[src/rtl/sd_cmd_pkg.sv]
// Shared constants and state encoding for the card-side SD CMD line endpoint.
package sd_cmd_pkg;
    localparam int CMD_FRAME_LEN = 48;
    localparam int CRC_SPAN      = 40;
    localparam logic [6:0] CRC7_POLY = 7'h09;

    localparam logic START_BIT = 1'b0;
    localparam logic END_BIT   = 1'b1;
    localparam logic HOST_TX   = 1'b1;
    localparam logic CARD_TX   = 1'b0;

    typedef enum logic [2:0] {
        ST_IDLE,
        ST_RX,
        ST_CHECK,
        ST_WAIT_NCR,
        ST_TX
    } state_e;
endpackage

[src/rtl/sd_crc7.sv]
// Serial CRC7 (x^7+x^3+1), MSB first, zero initial value; clear wins over enable.
module sd_crc7
    import sd_cmd_pkg::*;
(
    input  logic       clk,
    input  logic       rst,
    input  logic       clr_i,
    input  logic       en_i,
    input  logic       din_i,
    output logic [6:0] crc_o
);
    logic [6:0] crc_q, crc_d;
    logic       fb;

    always_comb begin
        fb    = din_i ^ crc_q[6];
        crc_d = crc_q;
        if (clr_i)
            crc_d = '0;
        else if (en_i)
            crc_d = {crc_q[5:0], 1'b0} ^ (fb ? CRC7_POLY : 7'h00);
    end

    always_ff @(posedge clk or posedge rst) begin
        if (rst) crc_q <= '0;
        else     crc_q <= crc_d;
    end

    assign crc_o = crc_q;
endmodule

[src/rtl/sd_card_cmd_responder.sv]
// Card-side SD CMD endpoint: receives 48-bit host commands, checks framing and
// CRC7, and answers with an R1-style token after an N_CR gap.
module sd_card_cmd_responder
    import sd_cmd_pkg::*;
#(
    parameter int N_CR = 2
) (
    input  logic        CLK_SD_card,
    input  logic        reset,
    input  logic        cmd_from_host,
    input  logic        resp_enable,
    input  logic [31:0] card_status,
    output logic        cmd_to_host,
    output logic        cmd_to_host_oe,
    output logic        cmd_received,
    output logic [5:0]  received_index,
    output logic [31:0] received_arg,
    output logic        crc_error,
    output logic        frame_error,
    output logic        busy
);
    localparam logic [6:0] RX_FIRST = 7'(CMD_FRAME_LEN - 2);
    localparam logic [6:0] TX_FIRST = 7'(CMD_FRAME_LEN - 1);
    localparam logic [6:0] CRC_LAST = 7'(CMD_FRAME_LEN - CRC_SPAN);
    localparam logic [6:0] NCR_INIT = 7'(N_CR);

    state_e      state_q, state_d;
    logic [6:0]  cnt_q, cnt_d;
    logic [46:0] rx_sr_q, rx_sr_d;
    logic [39:0] tx_sr_q, tx_sr_d;
    logic [5:0]  idx_q, idx_d;
    logic [31:0] arg_q, arg_d;
    logic        crc_clr, crc_en, crc_din;
    logic [6:0]  crc;
    logic        tx_bit, frame_bad, crc_bad;

    // One CRC engine serves both directions; RX and TX never overlap.
    sd_crc7 u_crc (
        .clk   (CLK_SD_card),
        .rst   (reset),
        .clr_i (crc_clr),
        .en_i  (crc_en),
        .din_i (crc_din),
        .crc_o (crc)
    );

    assign frame_bad = (rx_sr_q[46] != HOST_TX) || (rx_sr_q[0] != END_BIT);
    assign crc_bad   = (rx_sr_q[7:1] != crc);

    always_comb begin
        state_d      = state_q;
        cnt_d        = cnt_q;
        rx_sr_d      = rx_sr_q;
        tx_sr_d      = tx_sr_q;
        idx_d        = idx_q;
        arg_d        = arg_q;
        crc_clr      = 1'b0;
        crc_en       = 1'b0;
        crc_din      = cmd_from_host;
        cmd_received = 1'b0;
        crc_error    = 1'b0;
        frame_error  = 1'b0;
        tx_bit       = 1'b1;
        cmd_to_host_oe = 1'b0;
        case (state_q)
            ST_IDLE: begin
                crc_clr = 1'b1;
                if (cmd_from_host == START_BIT) begin
                    state_d = ST_RX;
                    cnt_d   = RX_FIRST;
                end
            end
            ST_RX: begin
                rx_sr_d = {rx_sr_q[45:0], cmd_from_host};
                crc_en  = (cnt_q >= CRC_LAST);
                if (cnt_q == 7'd0) state_d = ST_CHECK;
                else               cnt_d   = cnt_q - 7'd1;
            end
            ST_CHECK: begin
                crc_clr = 1'b1;
                state_d = ST_IDLE;
                if (frame_bad) begin
                    frame_error = 1'b1;
                end else if (crc_bad) begin
                    crc_error = 1'b1;
                end else begin
                    cmd_received = 1'b1;
                    idx_d   = rx_sr_q[45:40];
                    arg_d   = rx_sr_q[39:8];
                    tx_sr_d = {START_BIT, CARD_TX, rx_sr_q[45:40], card_status};
                    if (resp_enable) begin
                        state_d = ST_WAIT_NCR;
                        cnt_d   = NCR_INIT;
                    end
                end
            end
            ST_WAIT_NCR: begin
                crc_clr = 1'b1;
                cnt_d   = cnt_q - 7'd1;
                if (cnt_q == 7'd1) begin
                    state_d = ST_TX;
                    cnt_d   = TX_FIRST;
                end
            end
            ST_TX: begin
                cmd_to_host_oe = 1'b1;
                cnt_d = cnt_q - 7'd1;
                if (cnt_q >= CRC_LAST) begin
                    tx_bit  = tx_sr_q[39];
                    tx_sr_d = {tx_sr_q[38:0], 1'b0};
                    crc_en  = 1'b1;
                    crc_din = tx_sr_q[39];
                end else if (cnt_q != 7'd0) begin
                    // Feeding the MSB back cancels the feedback, so the CRC simply shifts out.
                    tx_bit  = crc[6];
                    crc_en  = 1'b1;
                    crc_din = crc[6];
                end else begin
                    tx_bit  = END_BIT;
                    cnt_d   = 7'd0;
                    state_d = ST_IDLE;
                end
            end
            default: state_d = ST_IDLE;
        endcase
    end

    always_ff @(posedge CLK_SD_card or posedge reset) begin
        if (reset) begin
            state_q <= ST_IDLE;
            cnt_q   <= '0;
            rx_sr_q <= '0;
            tx_sr_q <= '0;
            idx_q   <= '0;
            arg_q   <= '0;
        end else begin
            state_q <= state_d;
            cnt_q   <= cnt_d;
            rx_sr_q <= rx_sr_d;
            tx_sr_q <= tx_sr_d;
            idx_q   <= idx_d;
            arg_q   <= arg_d;
        end
    end

    assign cmd_to_host    = tx_bit;
    assign received_index = idx_q;
    assign received_arg   = arg_q;
    assign busy           = (state_q != ST_IDLE);
endmodule

[config.mk]
export PLATFORM = sky130hd
export DESIGN_NAME = sd_card_cmd_responder
export DESIGN_NICKNAME = d
export VERILOG_FILES = /design/src/rtl/sd_cmd_pkg.sv /design/src/rtl/sd_crc7.sv /design/src/rtl/sd_card_cmd_responder.sv
export SDC_FILE = /design/constraint.sdc
export NUM_CORES = 1
export LEC_CHECK = 0
export ABC_AREA = 1
export CELL_PAD_IN_SITES_DETAIL_PLACEMENT = 1
export CELL_PAD_IN_SITES_GLOBAL_PLACEMENT = 1
export CORE_ASPECT_RATIO = 0.9
export CORE_MARGIN = 2
export CORE_UTILIZATION = 37
export DETAILED_ROUTE_END_ITERATION = 8
export GPL_TIMING_DRIVEN = 0
export MAX_ROUTING_LAYER = met4
export PLACE_DENSITY_LB_ADDON = 0.1
export SYNTH_ARGS = -nofsm -noshare
export SYNTH_HDL_FRONTEND = slang
export SYNTH_SLANG_ARGS = --single-unit
[constraint.sdc]
create_clock -name CLK_SD_card -period 4.2 [get_ports CLK_SD_card]
set_input_delay 0.63 -clock CLK_SD_card [delete_from_list [all_inputs] [get_ports CLK_SD_card]]
set_output_delay 0.63 -clock CLK_SD_card [all_outputs]
set_load 0.02 [all_outputs]
==> results of run 1 <==
-- report_power, final --
part / switching (W) / leakage [nW] / total (W) / internal [W]
Clock: 0.000611 / 0.270 / 0.00143 / 0.000814
Combinational: 0.0000438 / 1.60 / 0.0000850 / 0.0000412
Sequential: 0 / 1.79 / 0.00137 / 0.00137
-- per-layer routing --
layer	wire length, um	share of wire, %	GRT usage, %	vias up
met3	635	3.9	4.80	14
met5	0	0	-	-
met1	7710	48	26.4	2577
li1	-	-	-	2551
met2	7740	48	31.6	80
met4	146	0.90	5.24	0
-- kinds of logic after synthesis --
| group | count (synthesis) | synth area share (%) |
|---|---|---|
| AND/OR/NAND/NOR | 258 | 16.9 |
| AO/OA/AOI/OAI | 190 | 15.8 |
| buffers and inverters | 145 | 9.30 |
| flip-flops | 142 | 56.7 |
| XOR/XNOR | 5 | 0.698 |
| adder cells (fa/ha/maj) | 3 | 0.599 |
-- sequential cells by signal, summed over array words and instances (netlist names) --
signal / flops
u_crc.crc_o: 7
state_q: 3
cnt_q: 7
received_arg: 32
tx_sr_q: 40
received_index: 6
rx_sr_q: 47
-- per-stage QoR --
stage	total power, W	worst slack, ps	instance area, um2	instances
floorplan	0.00143	1790	6270	743
global placement	0.00147	492	7330	1033
detailed placement	0.00148	1320	7390	1036
CTS	0.00291	848	7940	1068
global route	0.00298	743	7940	1068
finish	0.00288	915	7940	1068
-- cell type report --
class / instances / area [um2]
repair buffers: 82 / 851
clock buffers: 18 / 429
inverters: 111 / 420
multi-input cells: 456 / 2130
fillers: 1973 / 8790
clock inverters: 14 / 119
well taps: 211 / 264
flip-flops and latches: 142 / 3550
plain buffers: 34 / 166
-- worst max-delay path by stage --
stage               cells after the start                  startpoint                           to  slack (ps)
floorplan                               1                       reset         cnt_q[0]$_DFFE_PP0P_        1790
global placement                        2                       reset  received_arg[4]$_DFFE_PP0P_         490
detailed placement                      6  u_crc.crc_o[6]$_DFFE_PP0P_                 cmd_received        1320
CTS                                     6  u_crc.crc_o[6]$_DFFE_PP0P_                 cmd_received         850
global route                            8      rx_sr_q[2]$_DFFE_PP0P_                 cmd_received         740
finish                                  6  u_crc.crc_o[6]$_DFFE_PP0P_                 cmd_received         910
-- layout by cell type (no fill, tap or decap), types with 6 or more instances in the layout --
cell	n
sky130_fd_sc_hd__o21ai_0	155
sky130_fd_sc_hd__o21ai_1	12
sky130_fd_sc_hd__nand2_1	206
sky130_fd_sc_hd__clkbuf_16	17
sky130_fd_sc_hd__nand3_1	22
sky130_fd_sc_hd__clkinv_2	6
sky130_fd_sc_hd__dfrtp_1	142
sky130_fd_sc_hd__inv_1	103
sky130_fd_sc_hd__clkbuf_1	21
sky130_fd_sc_hd__clkdlybuf4s50_1	79
sky130_fd_sc_hd__a21oi_1	8
sky130_fd_sc_hd__buf_2	10
sky130_fd_sc_hd__nor2_1	18
sky130_fd_sc_hd__inv_2	7
-- critical path, delay by kind of cell (launching register included) --
family / cells / cell delay, ps
AND/OR/NAND/NOR: 2 / 530
buffers and inverters: 3 / 1060
XOR/XNOR: 1 / 210
flip-flops: 1 / 430
==> key figures, run 1 <==
Critical path
  • Critical path, cell by cell: xor2_1 -> nor3_4 -> nand4_4 -> buf_2 -> inv_1 -> clkdlybuf4s50_1
  • Critical-path top delay cell: sky130_fd_sc_hd__clkdlybuf4s50_1
  • Largest stage delay on the critical path: about 620 ps
  • Kind of end point of the critical path: output port
  • Worst-path maximum fanout: 10
  • Critical Path Start Type: flip-flop
  • Setup slack of the most critical reg-to-reg path: about 2300 ps
  • Data arrival time of the critical path: between 2000 and 3000 ps
  • Crit Reg-Reg Startpoint: cnt_q[0]$_DFFE_PP0P_
  • Endpoint of the worst register-to-register path: u_crc.crc_o[5]$_DFFE_PP0P_
  • Setup CP Type: flip-flop to output port
  • Number of cells on the worst reg-to-reg path: 10
  • Crit path required time: around 3600 ps

Timing
  • Number of pins exceeding their max-slew limit in the final report: 0
  • Unrepaired setup endpoints after global routing: no
  • Final setup violation count: 0
  • Total negative setup slack: 0 ps
  • Worst Skew: around 11 ps
  • Worst-margin pin slew: between 800 and 900 ps
  • Remaining max-slew budget at the tightest pin: 43.9%
  • Final hold violations: 0
  • Tightest hold margin: just under 500 ps
  • Portion of the clock cycle consumed by the worst path in the final layout: 78.2%
  • Min Clock Period, post-route: around 3300 ps
  • Top achievable clock speed: slightly above 0.3 GHz

GRT
  • Global router's overall resource usage: between 20 and 25%
  • First-pass GRT wire length: 28000 um
  • Largest net degree at the start of global routing: 43
  • Antenna violations before repair: 0
  • GRT Residual Overflow: 0
  • Vias in the first global route: 5578

Yosys
  • Number of synthesized flops with an enable pin: 0
  • Synth unique cells: 31
  • Number of storage elements in the synthesis netlist: approximately 140
  • Top cell type's share of synthesized area: a little under three fifths
  • Ranking of synthesized cells by area: sky130_fd_sc_hd__dfrtp_1, sky130_fd_sc_hd__o21ai_0, sky130_fd_sc_hd__nand2_1, sky130_fd_sc_hd__inv_1, sky130_fd_sc_hd__nand3_1
  • Cell count after synthesis: ~740
  • Area of the mapped netlist: roughly 6300 um2
  • Biggest area consumer among synthesized cells: sky130_fd_sc_hd__dfrtp_1
  • Proportion of synthesized chip area in sequential cells: around 57%
  • Top-count cell post-synth: sky130_fd_sc_hd__nand2_1
  • Count of synthesis-stage warnings from yosys: 0
  • Syn Nets: slightly below 800
  • Top flip-flop cell by instance count after synthesis: sky130_fd_sc_hd__dfrtp_1
  • Ranking of synthesized cells by instance count: sky130_fd_sc_hd__nand2_1, sky130_fd_sc_hd__o21ai_0, sky130_fd_sc_hd__dfrtp_1, sky130_fd_sc_hd__inv_1, sky130_fd_sc_hd__nand3_1
  • Post-synth ARST share: 100%
  • Avg Synthesized Cell Area: about 8.4 um2

Floorplanning
  • Number of rows created at floorplan: 45
  • Starting density of the core: 37.5%
  • Die Span X: ~140 um
  • Area of the placeable core: between 15000 and 20000 um2
  • Die area: around 18000 um2
  • Total I/O pin count: 80
  • Floorplan die height: around 130 um

Route
  • Detailed Route WL: 16200 um
  • Mean routed wirelength per cell: approximately 15 um
  • Drt first pass iters: 4
  • Remaining antenna violation count after routing: 0
  • Via count: 5222
  • Residual DRC count: 0
  • Routed vias/inst: slightly below 5
  • Number of violations reported at the end of detailed-routing iteration 0: around 210

Layout
  • Share of the core filled with cells: a little under half
  • Synth-to-layout area growth: 26.6%
  • Count of nets after finishing: roughly 900
  • Fraction of layout cells with a size suffix above 1: between 7 and 8%
  • Antenna diodes: 0

Min path
  • Hold crit path type: flip-flop to flip-flop
  • Hold Path End: rx_sr_q[11]$_DFFE_PP0P_
  • Startpoint of the tightest hold check path: rx_sr_q[11]$_DFFE_PP0P_
  • Min-Delay Path Depth: 2

Placed design
  • RePlAce Congestion: about 0.83
  • Count of port buffers added during placement: 79
  • Detailed placer's ending HPWL: between 10000 and 15000 um

CTS
  • Clock latency at the later pin of the worst-skew pair: 430 ps
  • Post CTS Setup Buffer Count: 0
  • Number of buffers between clock root and the deepest sink: 2
  • Number of gates given a new drive strength after cts: 0
  • Root buffer cell: sky130_fd_sc_hd__clkbuf_16
  • CTS clk-pin slew, worst paths: around 60 ps
  • TritonCTS Sinks: about 140
  • Quantity of hold-fixing buffers added after cts: 0
  • TritonCTS Buffers: 17
  • CTS tree: done
  • H-tree lvl count: 4

Pwr
  • LEAKAGE: around 3.7 nW
  • Pwr/cell area: approximately 360 nW/um2
  • Maximum VDD drop: between 0.2 and 0.3 mV

Run status
  • Status: finished, final reports clean

Flow run
  • Max-cap violation count: 0
Note: power is estimated with default switching activity, not from simulation.
==> run 2, diff against run 1 <==
clock period = 2.9 ns   (was 4.2 ns; I/O delays follow)
==> key figures, run 2 (synthesized netlist as in run 1, its figures left out) <==
Run status
  • Status: finished, final reports clean

Pwr
  • Switching component of the power: 0.000949 W (+45%)
  • Cell-internal power: 0.00322 W (+45%)
  • Switching part of the total: 22.8% (about the same)
  • Maximum VDD drop: 0.411 mV (+45%)
  • Combinational fraction of design power: 3.0% (about the same)
  • LEAKAGE: 3.69 nW (+0.74%)
  • Fraction of power consumed by sequential logic: 47.5% (about the same)
  • Pwr/cell area: 524 nW/um2 (+45%)
  • Part of the power in the clock network: 49.5% (about the same)

Critical path
  • Number of cells on the worst reg-to-reg path: 10 (unchanged)
  • CP bufs+invs: 3 (unchanged)
  • Critical-path top delay cell: sky130_fd_sc_hd__dfrtp_1
  • CP top delay family: buffers and inverters
  • Crit Reg-Reg Startpoint: cnt_q[0]$_DFFE_PP0P_
  • Kind of end point of the critical path: output port
  • Critical path, cell by cell: xor2_1 -> nor3_4 -> nand4_4 -> buf_2 -> inv_1 -> dlygate4sd2_1
  • Endpoint of the worst register-to-register path: u_crc.crc_o[5]$_DFFE_PP0P_
  • Setup CP Type: flip-flop to output port
  • Largest stage delay on the critical path: 440 ps (-180 ps)
  • Data arrival time of the critical path: 2200 ps (-460 ps)
  • Worst-path maximum fanout: 10 (unchanged)
  • Crit path required time: 2470 ps (-1100 ps)
  • Critical Path Start Type: flip-flop
  • Setup slack of the most critical reg-to-reg path: 940 ps (-1310 ps)

CTS
  • CTS tree: done
  • Number of buffers between clock root and the deepest sink: 2 (unchanged)
  • CTS clk-pin slew, worst paths: 60 ps (about the same)
  • Clock latency at the later pin of the worst-skew pair: 430 ps (about the same)
  • Quantity of hold-fixing buffers added after cts: 0 (unchanged)
  • TritonCTS Buffers: 17 (unchanged)
  • Root buffer cell: sky130_fd_sc_hd__clkbuf_16
  • TritonCTS Sinks: 142 (unchanged)
  • H-tree lvl count: 4 (unchanged)

Timing
  • Number of pins exceeding their max-slew limit in the final report: 0 (unchanged)
  • Worst-margin pin slew: 835 ps (-4.69 ps)
  • Min Clock Period, post-route: between 2000 and 3000 ps
  • Tightest hold margin: 484 ps (+0.400 ps)
  • Unrepaired setup endpoints after global routing: no
  • Total negative setup slack: 0 ps (unchanged)
  • Top achievable clock speed: approximately 0.38 GHz
  • Worst Skew: 11.3 ps (-0.0628 ps)
  • Remaining max-slew budget at the tightest pin: 44.2% (+0.31 points)
  • Final hold violations: 0 (unchanged)
  • Final setup violation count: 0 (unchanged)
  • Portion of the clock cycle consumed by the worst path in the final layout: 90.9%
  • Fin worst setup slack: 265 ps (-650 ps)

Route
  • Mean routed wirelength per cell: 15.2 um (+0.13%)
  • Routed vias/inst: 4.89 (about the same)
  • Via count: 5224 (+0.038%)
  • Detailed Route WL: 16300 um (+0.23%)
  • Remaining antenna violation count after routing: 0 (unchanged)
  • Number of violations reported at the end of detailed-routing iteration 0: 189 (-9.1%)
  • Residual DRC count: 0 (unchanged)
  • Drt first pass iters: 4 (unchanged)

Layout
  • Antenna diodes: 0 (unchanged)
  • Number of flip-flops under the largest register name: 47 (unchanged)
  • Fill cell total of the finished layout: 1973 (unchanged)
  • Synth-to-layout area growth: 26.8%
  • Fraction of layout cells with a size suffix above 1: 7.81% (+0.11 points)
  • Count of nets after finishing: 884 (+0.11%)
  • Top reg by flops: rx_sr_q
  • Commonest non-fill, non-tap cells in the layout: sky130_fd_sc_hd__nand2_1, sky130_fd_sc_hd__o21ai_0, sky130_fd_sc_hd__dfrtp_1
  • Most common library cell in the layout ignoring fill and taps: sky130_fd_sc_hd__nand2_1
  • Count of non-filler cells in the finished layout: 1069 (+0.094%)
  • Post-layout instance area: 7950 um2 (+0.14%)

Min path
  • Min-Delay Path Depth: 2 (unchanged)
  • Hold Path End: rx_sr_q[11]$_DFFE_PP0P_
  • Startpoint of the tightest hold check path: rx_sr_q[11]$_DFFE_PP0P_
  • Hold crit path type: flip-flop to flip-flop

Placed design
  • Number of placed cells counting well taps: 1036 (unchanged)
  • Count of port buffers added during placement: 79 (unchanged)
  • Worst setup timing slack at the placement stage: 219 ps (-1100 ps)
  • Placed cell areas: 7390 um2 (unchanged)
  • Detailed placer's ending HPWL: 11500 um (unchanged)
  • RePlAce Congestion: 0.828 (unchanged)

GRT
  • GRT Residual Overflow: 0 (unchanged)
  • Largest net degree at the start of global routing: 43 (unchanged)
  • Global router's overall resource usage: 20.2% (+0.042 points)
  • Antenna violations before repair: 0 (unchanged)
  • First-pass GRT wire length: 28100 um (+0.20%)
  • Vias in the first global route: 5595 (+0.30%)

Floorplanning
  • Number of rows created at floorplan: 45 (unchanged)
  • Total I/O pin count: 80 (unchanged)
  • Starting density of the core: 37.5% (unchanged)
  • Floorplan die height: 127 um (unchanged)
  • Area of the placeable core: 16700 um2 (unchanged)
  • Die area: 18000 um2 (unchanged)
  • Die Span X: 141 um (unchanged)

Flow run
  • Max-cap violation count: 0 (unchanged)
[run 2: how the worst max path moves through the flow]
stage / start / end / slack, ps / cells after the start
2_1_floorplan: reset / cnt_q[0]$_DFFE_PP0P_ / 690 / 1
3_3_place_gp: reset / received_arg[4]$_DFFE_PP0P_ / -610 / 2
3_5_place_dp: u_crc.crc_o[6]$_DFFE_PP0P_ / cmd_received / 220 / 6
4_1_cts: state_q[0]$_DFFE_PP0P_ / cmd_to_host_oe / 70 / 6
5_1_grt: rx_sr_q[2]$_DFFE_PP0P_ / cmd_received / 130 / 8
6_report: u_crc.crc_o[6]$_DFFE_PP0P_ / cmd_received / 260 / 6
[run 2: power groups by stage]
stage               Clock [W]  Combinational (W)  Sequential, W
floorplan                   0          0.0000488        0.00202
global placement            0           0.000113        0.00202
detailed placement          0           0.000127        0.00202
CTS                   0.00211           0.000128        0.00198
global route          0.00220           0.000139        0.00198
finish                0.00206           0.000123        0.00198
[run 2: metal layers]
layer	GRT usage, %	part of all wire, %
met5	-	0
met4	5.41	1.1
met3	4.99	4.0
met2	31.6	47
met1	26.4	48
[run 2: what timing repair did]
item | CTS | global route
setup endpoints to repair | 1 | 2
gates resized for setup | 1 | 2
pin swaps | 1 | 0
buffers inserted | 1 | 0
[run 2: metrics by stage]
step,utilization (%),total power [W]
6_report,47.5,0.00417
5_1_grt,47.5,0.00432
4_1_cts,47.5,0.00422
3_5_place_dp,44.2,0.00214
3_3_place_gp,43.8,0.00213
2_1_floorplan,-,0.00207
[run 2: area by class of cell]
class	instances	area [um2]	area share, %
flip-flops and latches	142	3550	44.7
multi-input cells	456	2130	26.8
repair buffers	83	862	10.8
clock buffers	18	429	5.40
inverters	111	420	5.29
well taps	211	264	3.32
plain buffers	34	166	2.09
clock inverters	14	119	1.50
[run 2: worst register-to-register path, stage by stage, from the launching register on]
cell                      delay, ps
sky130_fd_sc_hd__dfrtp_1        400
sky130_fd_sc_hd__inv_1          130
sky130_fd_sc_hd__ha_1           160
sky130_fd_sc_hd__inv_1           40
sky130_fd_sc_hd__nor2_1          90
sky130_fd_sc_hd__nand2_1        150
sky130_fd_sc_hd__nand2_2        180
sky130_fd_sc_hd__inv_2           60
sky130_fd_sc_hd__a21oi_4        230
sky130_fd_sc_hd__nand2_1        220
sky130_fd_sc_hd__o22ai_1        200
==> run 3, diff against run 2 <==
CELL_PAD_IN_SITES_GLOBAL_PLACEMENT = 2   (was 1)
CORE_UTILIZATION = 30   (was 37)
==> key figures, run 3 (synthesized netlist as in run 1, its figures left out) <==
Floorplanning
  • Number of rows created at floorplan: 50 (+11%)
  • Floorplan die height: 141 um (+11%)
  • Die area: 22100 um2 (+23%)
  • Total I/O pin count: 80 (unchanged)
  • Area of the placeable core: 20600 um2 (+23%)
  • Die Span X: 156 um (+11%)
  • Starting density of the core: 30.4% (-7.1 points)

CTS
  • CTS tree: done
  • Number of buffers between clock root and the deepest sink: 2 (unchanged)
  • CTS clk-pin slew, worst paths: 60 ps (about the same)
  • Quantity of hold-fixing buffers added after cts: 0 (unchanged)
  • TritonCTS Sinks: 142 (unchanged)
  • H-tree lvl count: 4 (unchanged)
  • TritonCTS Buffers: 17 (unchanged)
  • Clock latency at the later pin of the worst-skew pair: 420 ps (about the same)
  • Root buffer cell: sky130_fd_sc_hd__clkbuf_16

Route
  • Number of violations reported at the end of detailed-routing iteration 0: 180 (-4.8%)
  • Routed vias/inst: 4.67 (-4.5%)
  • Drt first pass iters: 4 (unchanged)
  • Via count: 5217 (-0.13%)
  • Remaining antenna violation count after routing: 0 (unchanged)
  • Residual DRC count: 0 (unchanged)
  • Detailed Route WL: 16500 um (+1.4%)
  • Mean routed wirelength per cell: 14.8 um (-3.1%)

Layout
  • Post-layout instance area: 8040 um2 (+1.1%)
  • Fill cell total of the finished layout: 2452 (+24%)
  • Most common library cell in the layout ignoring fill and taps: sky130_fd_sc_hd__nand2_1
  • Antenna diodes: 0 (unchanged)
  • Count of nets after finishing: 884 (unchanged)
  • Fraction of layout cells with a size suffix above 1: 7.81% (unchanged)
  • Commonest non-fill, non-tap cells in the layout: sky130_fd_sc_hd__nand2_1, sky130_fd_sc_hd__o21ai_0, sky130_fd_sc_hd__dfrtp_1
  • Top reg by flops: rx_sr_q
  • Synth-to-layout area growth: 28.2%
  • Number of flip-flops under the largest register name: 47 (unchanged)

Critical path
  • Data arrival time of the critical path: 2070 ps (-130 ps)
  • Critical Path Start Type: flip-flop
  • Setup CP Type: flip-flop to output port
  • Worst-path maximum fanout: 7 (-3)
  • Crit path required time: 2470 ps (about the same)
  • Kind of end point of the critical path: output port

Placed design
  • Count of port buffers added during placement: 79 (unchanged)
  • Detailed placer's ending HPWL: 12000 um (+4.0%)
  • RePlAce Congestion: 0.789 (-4.8%)
  • Worst setup timing slack at the placement stage: 216 ps (-2.82 ps)
  • Placed cell areas: 7450 um2 (+0.83%)

Pwr
  • Pwr/cell area: 523 nW/um2 (-0.23%)
  • LEAKAGE: 3.70 nW (+0.41%)
  • Maximum VDD drop: 0.337 mV (-18%)

Timing
  • Min Clock Period, post-route: 2500 ps (-134 ps)
  • Final setup violation count: 0 (unchanged)
  • Worst-margin pin slew: 868 ps (+32.4 ps)
  • Fin worst setup slack: 399 ps (+134 ps)
  • Worst Skew: 12.0 ps (+0.735 ps)
  • Number of pins exceeding their max-slew limit in the final report: 0 (unchanged)
  • Top achievable clock speed: 0.400 GHz (+5.4%)
  • Portion of the clock cycle consumed by the worst path in the final layout: 86.2% (-4.6 points)
  • Final hold violations: 0 (unchanged)
  • Unrepaired setup endpoints after global routing: no
  • Remaining max-slew budget at the tightest pin: 42.0% (-2.2 points)

GRT
  • GRT Residual Overflow: 0 (unchanged)
  • Largest net degree at the start of global routing: 45 (+4.7%)
  • Global router's overall resource usage: 16.5% (-3.7 points)
  • Antenna violations before repair: 0 (unchanged)
  • Vias in the first global route: 5514 (-1.4%)
  • First-pass GRT wire length: 28000 um (-0.34%)

Run status
  • Status: finished, final reports clean

Flow run
  • Max-cap violation count: 0 (unchanged)

Min path
  • Hold crit path type: flip-flop to flip-flop
-- run 3: path summary, 6_finish.rpt --
kind,start,to,slack [ps],depth (start not counted)
min in group asynchronous,reset,received_arg[25]$_DFFE_PP0P_,540,2
max reg2reg,cnt_q[0]$_DFFE_PP0P_,u_crc.crc_o[0]$_DFFE_PP0P_,930,10
max in group asynchronous,reset,rx_sr_q[19]$_DFFE_PP0P_,1660,3
min,rx_sr_q[40]$_DFFE_PP0P_,rx_sr_q[40]$_DFFE_PP0P_,490,2
max,state_q[2]$_DFFE_PP0P_,crc_error,400,6
min reg2reg,rx_sr_q[40]$_DFFE_PP0P_,rx_sr_q[40]$_DFFE_PP0P_,490,2
-- run 3: cell type report --
type                       count  area (um2)  share of cell area [%]
tap                          260         325                    4.05
timing repair buffer          83         866                    10.8
inverter                     111         420                    5.23
multi-input combinational    456        2140                    26.6
clock buffer                  21         470                    5.85
sequential                   142        3550                    44.2
buffer                        34         166                    2.07
clock inverter                11        97.6                    1.21
-- run 3: per-stage QoR --
stage / hold WS (ps) / instances / power [W] / util, % / setup TNS, ps
5_1_grt: 513 / 1118 / 0.00437 / 38.9 / 0
6_report: 486 / 1118 / 0.00421 / 38.9 / 0
3_5_place_dp: 474 / 1085 / 0.00214 / 36.1 / 0
2_1_floorplan: 453 / 743 / 0.00207 / - / 0
3_3_place_gp: 466 / 1082 / 0.00213 / 35.8 / -94270
4_1_cts: 489 / 1118 / 0.00429 / 38.9 / 0
-- run 3: what timing repair did --
action,in CTS,in global routing
buffers inserted,1,0
resized for setup,0,4
pin swaps,1,0
setup endpoints to repair,1,3
-- run 3: worst max-delay path, stage by stage, from the launching register on --
cell                              delay, ps
sky130_fd_sc_hd__dfrtp_1                410
sky130_fd_sc_hd__inv_2                  150
sky130_fd_sc_hd__nand3_1                170
sky130_fd_sc_hd__inv_1                  150
sky130_fd_sc_hd__nand2_1                 80
sky130_fd_sc_hd__nor2_1                  90
sky130_fd_sc_hd__clkdlybuf4s50_1        600
-- run 3: per-layer routing --
| layer | routed length (um) | vias to the layer above | GRT usage [%] |
|---|---|---|---|
| li1 | - | 2547 | - |
| met1 | 8180 | 2606 | 22.6 |
| met2 | 7740 | 59 | 25.2 |
| met3 | 468 | 5 | 3.07 |
| met4 | 99 | 0 | 4.49 |
| met5 | 0 | - | - |
-- run 3: power breakdown --
part	switching (W)	internal, W
combinational	0.0000620	0.0000596
clock	0.000913	0.00119
sequential	0	0.00198
